==> src/rtl/rnd_share_arbiter.sv <==
`default_nettype none
// +----------------------------------------------------------------------------+
// | Module      : rnd_share_arbiter                                            |
// | Description : Round-robin sharing of one random_generator among NUM_REQ    |
// |               requesters. Steps the generator once per delivered word and  |
// |               routes each fresh word to a single granted requester, with   |
// |               bursts bounded by MAX_BURST.                                 |
// | Revision    : 1.0 - initial release                                        |
// +----------------------------------------------------------------------------+
module rnd_share_arbiter #(
    parameter int DATA_WDTH = 32,
    parameter int NUM_REQ   = 4,
    parameter int MAX_BURST = 4
) (
    input  logic                 clk,
    input  logic                 rst_n,
    input  logic [NUM_REQ-1:0]   req,
    input  logic [DATA_WDTH-1:0] gen_rnd,
    output logic                 gen_enable,
    output logic [NUM_REQ-1:0]   gnt,
    output logic                 rnd_valid,
    output logic [DATA_WDTH-1:0] rnd_out,
    output logic [15:0]          words_served
);

    localparam int IDX_W  = (NUM_REQ > 1) ? $clog2(NUM_REQ) : 1;
    localparam int BCNT_W = (MAX_BURST > 1) ? $clog2(MAX_BURST) : 1;

    localparam logic [IDX_W-1:0]  LAST_RST   = IDX_W'(NUM_REQ - 1);
    localparam logic [BCNT_W-1:0] BURST_LAST = BCNT_W'(MAX_BURST - 1);

    typedef enum logic [1:0] {
        S_IDLE    = 2'd0,
        S_STEP    = 2'd1,
        S_DELIVER = 2'd2
    } state_t;

    state_t              state;
    logic [IDX_W-1:0]    winner;
    logic [IDX_W-1:0]    last;
    logic [BCNT_W-1:0]   burst_cnt;
    logic [15:0]         served_cnt;

    logic [IDX_W-1:0]    arb_ptr;
    logic                arb_found;
    logic [IDX_W-1:0]    arb_idx;
    logic                burst_more;

    // In DELIVER a finishing burst re-arbitrates from the current winner, which
    // is the value 'last' takes at the end of this cycle; in IDLE 'last' is current.
    assign arb_ptr = (state == S_DELIVER) ? winner : last;

    // Burst continues only while the winner still requests and the bound is not hit.
    assign burst_more = req[winner] && (burst_cnt < BURST_LAST);

    // Rotating-priority search starting just above the pointer, wrapping around;
    // the pointer itself is checked last so it only wins when nobody else asks.
    always_comb begin
        int cand;
        arb_found = 1'b0;
        arb_idx   = '0;
        cand      = 0;
        for (int k = NUM_REQ; k >= 1; k--) begin
            cand = int'(arb_ptr) + k;
            if (cand >= NUM_REQ) begin
                cand = cand - NUM_REQ;
            end
            if (req[cand[IDX_W-1:0]]) begin
                arb_found = 1'b1;
                arb_idx   = cand[IDX_W-1:0];
            end
        end
    end

    // Controller: IDLE -> STEP (pulse generator enable) -> DELIVER (present word).
    always_ff @(posedge clk or negedge rst_n) begin
        if (!rst_n) begin
            state      <= S_IDLE;
            gen_enable <= 1'b0;
            gnt        <= '0;
            rnd_valid  <= 1'b0;
            served_cnt <= '0;
            burst_cnt  <= '0;
            last       <= LAST_RST;
            winner     <= '0;
        end else begin
            case (state)
                S_IDLE: begin
                    gen_enable <= 1'b0;
                    gnt        <= '0;
                    rnd_valid  <= 1'b0;
                    if (arb_found) begin
                        winner     <= arb_idx;
                        burst_cnt  <= '0;
                        gen_enable <= 1'b1;
                        state      <= S_STEP;
                    end
                end
                S_STEP: begin
                    // Word is committed regardless of what req does now.
                    gen_enable <= 1'b0;
                    rnd_valid  <= 1'b1;
                    gnt        <= NUM_REQ'(1) << winner;
                    state      <= S_DELIVER;
                end
                S_DELIVER: begin
                    rnd_valid  <= 1'b0;
                    gnt        <= '0;
                    served_cnt <= served_cnt + 16'd1;
                    if (burst_more) begin
                        burst_cnt  <= burst_cnt + BCNT_W'(1);
                        gen_enable <= 1'b1;
                        state      <= S_STEP;
                    end else begin
                        last      <= winner;
                        burst_cnt <= '0;
                        if (arb_found) begin
                            winner     <= arb_idx;
                            gen_enable <= 1'b1;
                            state      <= S_STEP;
                        end else begin
                            gen_enable <= 1'b0;
                            state      <= S_IDLE;
                        end
                    end
                end
                default: begin
                    gen_enable <= 1'b0;
                    gnt        <= '0;
                    rnd_valid  <= 1'b0;
                    burst_cnt  <= '0;
                    state      <= S_IDLE;
                end
            endcase
        end
    end

    assign rnd_out      = rnd_valid ? gen_rnd : '0;
    assign words_served = served_cnt;

endmodule
`default_nettype wire

==> config.mk <==
export PLATFORM = sky130hd
export DESIGN_NAME = rnd_share_arbiter
export DESIGN_NICKNAME = d
export VERILOG_FILES = /design/src/rtl/rnd_share_arbiter.sv
export SDC_FILE = /design/constraint.sdc
export NUM_CORES = 1
export LEC_CHECK = 0
export CORE_MARGIN = 2
export CORE_UTILIZATION = 25
export CTS_CLUSTER_DIAMETER = 120
export DETAILED_ROUTE_END_ITERATION = 8
export PLACE_DENSITY = 0.6
export SETUP_SLACK_MARGIN = 0.02
export SLEW_MARGIN = 40
export SYNTH_ARGS = -nofsm -noshare
export SYNTH_HDL_FRONTEND = slang
export SYNTH_SLANG_ARGS = --single-unit
==> constraint.sdc <==
create_clock -name clk -period 2.14 [get_ports clk]
set_input_delay 0.321 -clock clk [delete_from_list [all_inputs] [get_ports clk]]
set_output_delay 0.321 -clock clk [all_outputs]
set_load 0.03 [all_outputs]
Word level (Yosys, flattened, before mapping)
Index checks and enable logic that the tools add are counted.
{"block": "totals", "reg_bits": 30, "output_inout_bits": 54}
{"block": "classes", "add_sub_neg": 10, "n_lt_le_gt_ge": 10, "eq_ne": 4, "shift": 1, "mux": 39, "bitwise": 2, "n_reduce_logical": 6}
{"op": "two-way mux 32 bit", "count": 1}
{"op": "two-way mux 2 bit", "count": 14}
{"op": "adder 16 x 1 -> 16 bit, second input constant", "count": 1}
{"op": "less-than comparator 2 x 3 -> 1 bit, second input constant", "count": 5}
{"op": "two-way mux 1 bit", "count": 14}
{"op": "one-hot mux 2 bit (3 select lines)", "count": 2}
{"op": "binary-select mux 1 bit (select 2 bit)", "count": 5}
{"op": "greater-or-equal comparator 3 bit, second input constant", "count": 3}
{"op": "subtractor 2 x 1 -> 2 bit, second input constant", "count": 4}
{"op": "adder 2 x 2 -> 3 bit, second input constant", "count": 2}
{"op": "AND reduction 2 bit", "count": 3}
{"op": "adder 2 x 3 -> 4 bit, second input constant", "count": 1}
{"op": "greater-or-equal comparator 4 x 3 -> 1 bit, second input constant", "count": 1}
{"op": "two-way mux 4 bit", "count": 1}
{"op": "inequality test 2 bit, second input constant", "count": 2}
{"op": "one-hot mux 2 bit (2 select lines)", "count": 1}
{"op": "left shift 1 x 2 -> 4 bit, first input constant", "count": 1}
{"op": "adder 2 x 1 -> 3 bit, second input constant", "count": 1}
{"op": "adder 2 x 1 -> 2 bit, second input constant", "count": 1}
{"op": "== test 2 x 1 -> 1 bit, second input constant", "count": 1}
{"op": "== test 2 bit, second input constant", "count": 1}
{"op": "logical NOT 2 bit", "count": 1}
{"op": "less-than comparator 2 bit, second input constant", "count": 1}
{"op": "inverter 1 bit", "count": 2}
{"op": "other kinds (3)", "count": 3}

Logic depth before layout (Yosys ltp)
{"block": "depth", "ltp_word": 14, "mapped_depth": 6, "ltp_nobuf": 5}

Least setup slack after synthesis
OpenSTA, ideal clock, no wires.
{"block": "synth_path", "path_type": "register -> register", "start": "register winner[1]", "end": "register winner[0]", "setup_ns": 0.124, "arrival_time_ns": 1.623, "setup_slack_ns": 0.393, "path_stages_with_launch": 4, "n_path_buf": 0, "path_cell_list": "dfrtp_1 mux4_2 a311o_1 o31a_1"}
{"block": "synth_between", "elab_chain_len": 13, "word_cells_on_any_way": 41, "cone_classes": "add/sub: 8; order compare: 4; eq/ne: 1; mux: 26; reduce/logical: 2"}
{"item": "from (decl)", "line": "39", "text": "logic [IDX_W-1:0] winner;"}
{"item": "from (signal assigned)", "line": "93", "text": "winner <= arb_idx;"}
{"item": "from (signal assigned)", "line": "118", "text": "winner <= arb_idx;"}
{"item": "two-way mux 2 bit", "line": "51", "text": "assign arb_ptr = (state == S_DELIVER) ? winner : last;"}
{"item": "adder 2 x 3 -> 4 bit", "line": "64", "text": "cand = int'(arb_ptr) + k;"}
{"item": "greater-or-equal comparator 4 x 3 -> 1 bit / subtractor 2 x 1 -> 2 bit (equally long branches)", "line": "65, 66"}
{"item": "two-way mux 2 bit", "line": "65", "text": "if (cand >= NUM_REQ) begin"}
{"item": "binary-select mux 1 bit (select 2 bit)", "line": "68", "text": "if (req[cand[IDX_W-1:0]]) begin"}
{"item": "two-way mux 1 bit (implied by the code)", "line": "68"}
{"item": "two-way mux 2 bit / two-way mux 1 bit (equally long branches) (4 in series)", "line": "68"}
{"item": "two-way mux 2 bit", "line": "92, 117"}
{"item": "two-way mux 2 bit", "line": "110", "text": "if (burst_more) begin"}
{"item": "one-hot mux 2 bit (2 select lines)", "line": "87", "text": "case (state)"}
Several ways; a longest one is shown, not always the timed one. The select of a mux whose other input is x is not followed.
A chain may end at the register's enable or synchronous reset.

Worst setup path after layout
{"block": "layout_path", "start": "register rnd_valid", "end": "output rnd_out[22]"}
{"block": "layout_between", "elab_chain_len": 1}
{"item": "from (decl)", "line": "21", "text": "output logic rnd_valid,"}
{"item": "from (signal assigned)", "line": "81", "text": "rnd_valid <= 1'b0;"}
{"item": "from (signal assigned)", "line": "91", "text": "rnd_valid <= 1'b0;"}
{"item": "from (signal assigned)", "line": "102", "text": "rnd_valid <= 1'b1;"}
{"item": "two-way mux 32 bit", "line": "138", "text": "assign rnd_out = rnd_valid ? gen_rnd : '0;"}
{"item": "to (decl)", "line": "22", "text": "output logic [DATA_WDTH-1:0] rnd_out,"}
Every way passes these cells.

==> impl_metrics.toml <==
[status]
outcome = "completed"

[route]
drcViolationCount = 0
ant_nets = 0
vias_per_cell = 4.42
dr_total_vias = 1476
wl_per_cell_um = 12.2
drtPass1Iterations = 4
wirelength_um = 4070
drt_iter0_drc = 96

[global_route]
antenna_found_initial = 0
grt_pass1_wl_um = 6890
grt_use_total_pct = 12.0
grt_pass1_vias = 1397
grt_max_degree = 34
grt-ovfl-total = 0

[yosys]
yosys_warnings = 0
seq_area_frac_synth_pct = 47.6
synth_seq_cells = 30
synthDistinctLibCells = 42
synthesis.nets = 195
syn_area_mm2 = 0.00158
syn_area_per_cell_um2 = 10.2
synth_cells = 155

[clock_network]
clk_path_buf_depth = 2
cts.clk_slew.worst_paths_ns = 0.06
cts_root_buf = "clkbuf_8"
cts_tree = "done"
postCtsSetupRepairBufs = 0
cts_resized = 0
cts_inserted_buffers = 5
hold_buffers = 0
clock_latency_ns = 0.28
htree_num_levels = 2
clock_sinks = 30

[sta]
worstMarginPinSlew_ns = 0.448
slew_headroom_pct = 70.2
hold_viol = 0
slew_violations = 0
setup_viol = 0
tns_ns = 0
max_freq_ghz = 0.499
post-route-period-util_pct = 93.7
finalCriticalPeriod_ns = 2.00
skew_ns = 0.00685
rsz0062_at_grt = "no"

[layout]
areaGrowthSynthToFinish_pct = 73.3
instances_no_fill = 334
final_cell_mix = "clkdlybuf4s50_1 (91), and2_1 (32), dfrtp_1 (28)"
drive_above_1_share_pct = 11.2
n_antenna_cell = 0
nets = 298
final_common_cell = "clkdlybuf4s50_1"

[setup_path]
critPathKind = "register to primary output"
critPathLaunchType = "register"
max_stage_delay_ns = 0.68
crit_required_ns = 1.82
cpMaxStageDelayCell = "clkdlybuf4s50_1"
crit_chain = "buf_4 > and2_1 > clkdlybuf4s50_1"
cpLargestDelayFamily = "buffers and inverters"
worst-path-max-fanout = 33
critPathBufInv = 2
worstPathArrival_ns = 1.68
end_kind = "primary output"

[place]
io_buffers = 91
placedCellCount = 326
dp_hpwl_um = 3150
gp_congestion = 0.915

[pwr]
power-per-cell-area_mw_per_mm2 = 947
ir_drop_v = 0.000639
leakage_nw = 1.18

[floorplanning]
rows = 28
die_h_um = 83.5
dieArea_mm2 = 0.00698
ios = 92
coreArea_mm2 = 0.00603
fp.dieW_um = 83.5
start_util_pct = 26.2

[min_path]
worst_hold_path_type = "input port to asynchronous set/reset pin"

[run]
max-cap-violations = 0
==> path summary, 6_finish.rpt <==
kind,from,endpoint,slack [ns],cells after the start
worst max register to register,state[1]$_DFFE_PN0P_,winner[1]$_DFFE_PN0P_,0.38,4
max in group asynchronous,rst_n,last[1]$_DFFE_PN1P_,1.40,2
min in group clk,words_served[15]$_DFFE_PN0P_,words_served[15]$_DFFE_PN0P_,0.47,1
worst max-delay path,rnd_valid$_DFF_PN0_,rnd_out[22],0.14,3
worst min register to register,words_served[15]$_DFFE_PN0P_,words_served[15]$_DFFE_PN0P_,0.47,1
worst min-delay path,rst_n,gen_enable$_DFF_PN0_,0.42,2
==> per-stage QoR <==
stage               hold slack (ns)  util, %  setup slack (ns)  total power [mW]  area, um2
floorplan                    0.0254        -             0.393              1.58       1580
global placement              0.461     43.9            0.0286              2.13       2650
detailed placement            0.465     43.9          0.000520              2.14       2650
CTS                           0.432     45.5            0.0879              2.62       2740
global route                  0.473     45.5            0.0283              2.75       2740
finish                        0.418     45.5             0.136              2.60       2740
==> cell usage after synthesis (all sizes together) <==
| cell | instances | area [um2] |
|---|---|---|
| a211o | 2 | 17.5 |
| a21o | 1 | 7.51 |
| a21oi | 1 | 5.00 |
| a221oi | 1 | 8.76 |
| a22oi | 1 | 7.51 |
| a311o | 1 | 10.0 |
| a32o | 1 | 10.0 |
| and2 | 33 | 208 |
| and3 | 3 | 20.0 |
| and3b | 3 | 28.8 |
| and4 | 2 | 17.5 |
| buf | 1 | 5.00 |
| clkbuf | 5 | 18.8 |
| dfrtp | 28 | 701 |
| dfstp | 2 | 52.6 |
| ha | 2 | 25.0 |
| inv | 4 | 15.0 |
| mux2 | 2 | 22.5 |
| mux4 | 1 | 22.5 |
| nand2 | 12 | 45.0 |
| nand2b | 3 | 18.8 |
| nand3 | 4 | 20.0 |
| nand4 | 3 | 18.8 |
| nand4b | 1 | 8.76 |
| nor2 | 9 | 33.8 |
| nor2b | 3 | 18.8 |
| nor3 | 1 | 5.00 |
| nor3b | 1 | 7.51 |
| nor4 | 1 | 6.26 |
| o211a | 1 | 10.0 |
| o21a | 1 | 7.51 |
| o21ai | 1 | 5.00 |
| o22ai | 1 | 6.26 |
| o31a | 1 | 8.76 |
| o41ai | 1 | 16.3 |
| or2b | 1 | 7.51 |
| or3 | 2 | 12.5 |
| xnor2 | 10 | 87.6 |
| xor2 | 4 | 35.0 |
==> state kept, by name (all words and copies together), names as in the netlist <==
signal / flops
words_served: 16
gnt: 4
burst_cnt: 2
last: 2
state: 2
winner: 2
gen_enable: 1
rnd_valid: 1
==> worst register-to-register path, delay by kind of cell (launching register included) <==
kind	cells	cell delay [ns]
AOI/OAI and AO/OA	3	0.81
DFF	1	0.51
and+or+nand+nor	1	0.32
==> where the power goes <==
group          total [mW]  internal [mW]  switching [mW]
sequential          0.829          0.708           0.121
combinational        1.29          0.605           0.684
clock               0.477          0.258           0.219
total                2.60           1.57            1.02
==> cell type report <==
class,instances,area [um2]
Clock buffer,6,82.6
Clock inverter,2,12.5
Fill cell,583,3290
Inverter,4,15.0
Multi-Input combinational cell,115,790
Sequential cell,30,753
Tap cell,75,93.8
Timing Repair Buffer,102,993
==> cells by family (layout without fill, tap and decap cells) <==
| family | after synthesis | after routing | share of synthesized area (%) |
|---|---|---|---|
| and+or+nand+nor | 82 | 82 | 30.1 |
| DFF | 30 | 30 | 47.6 |
| AOI/OAI and AO/OA | 14 | 14 | 7.60 |
| xor gates and xnor gates | 14 | 14 | 7.75 |
| buffers and inverters | 10 | 114 | 2.45 |
| muxes | 3 | 3 | 2.85 |
| adders and majority gates | 2 | 2 | 1.58 |
==> routing by layer <==
layer / up-vias / track usage, % / wire length, um
met2: 74 / 19.5 / 1870
met5: - / 0 / 0
met4: 0 / 2.64 / 33
met1: 671 / 15.2 / 1800
met3: 4 / 4.65 / 368
li1: 727 / - / -
(Power assumes the default switching activity.)
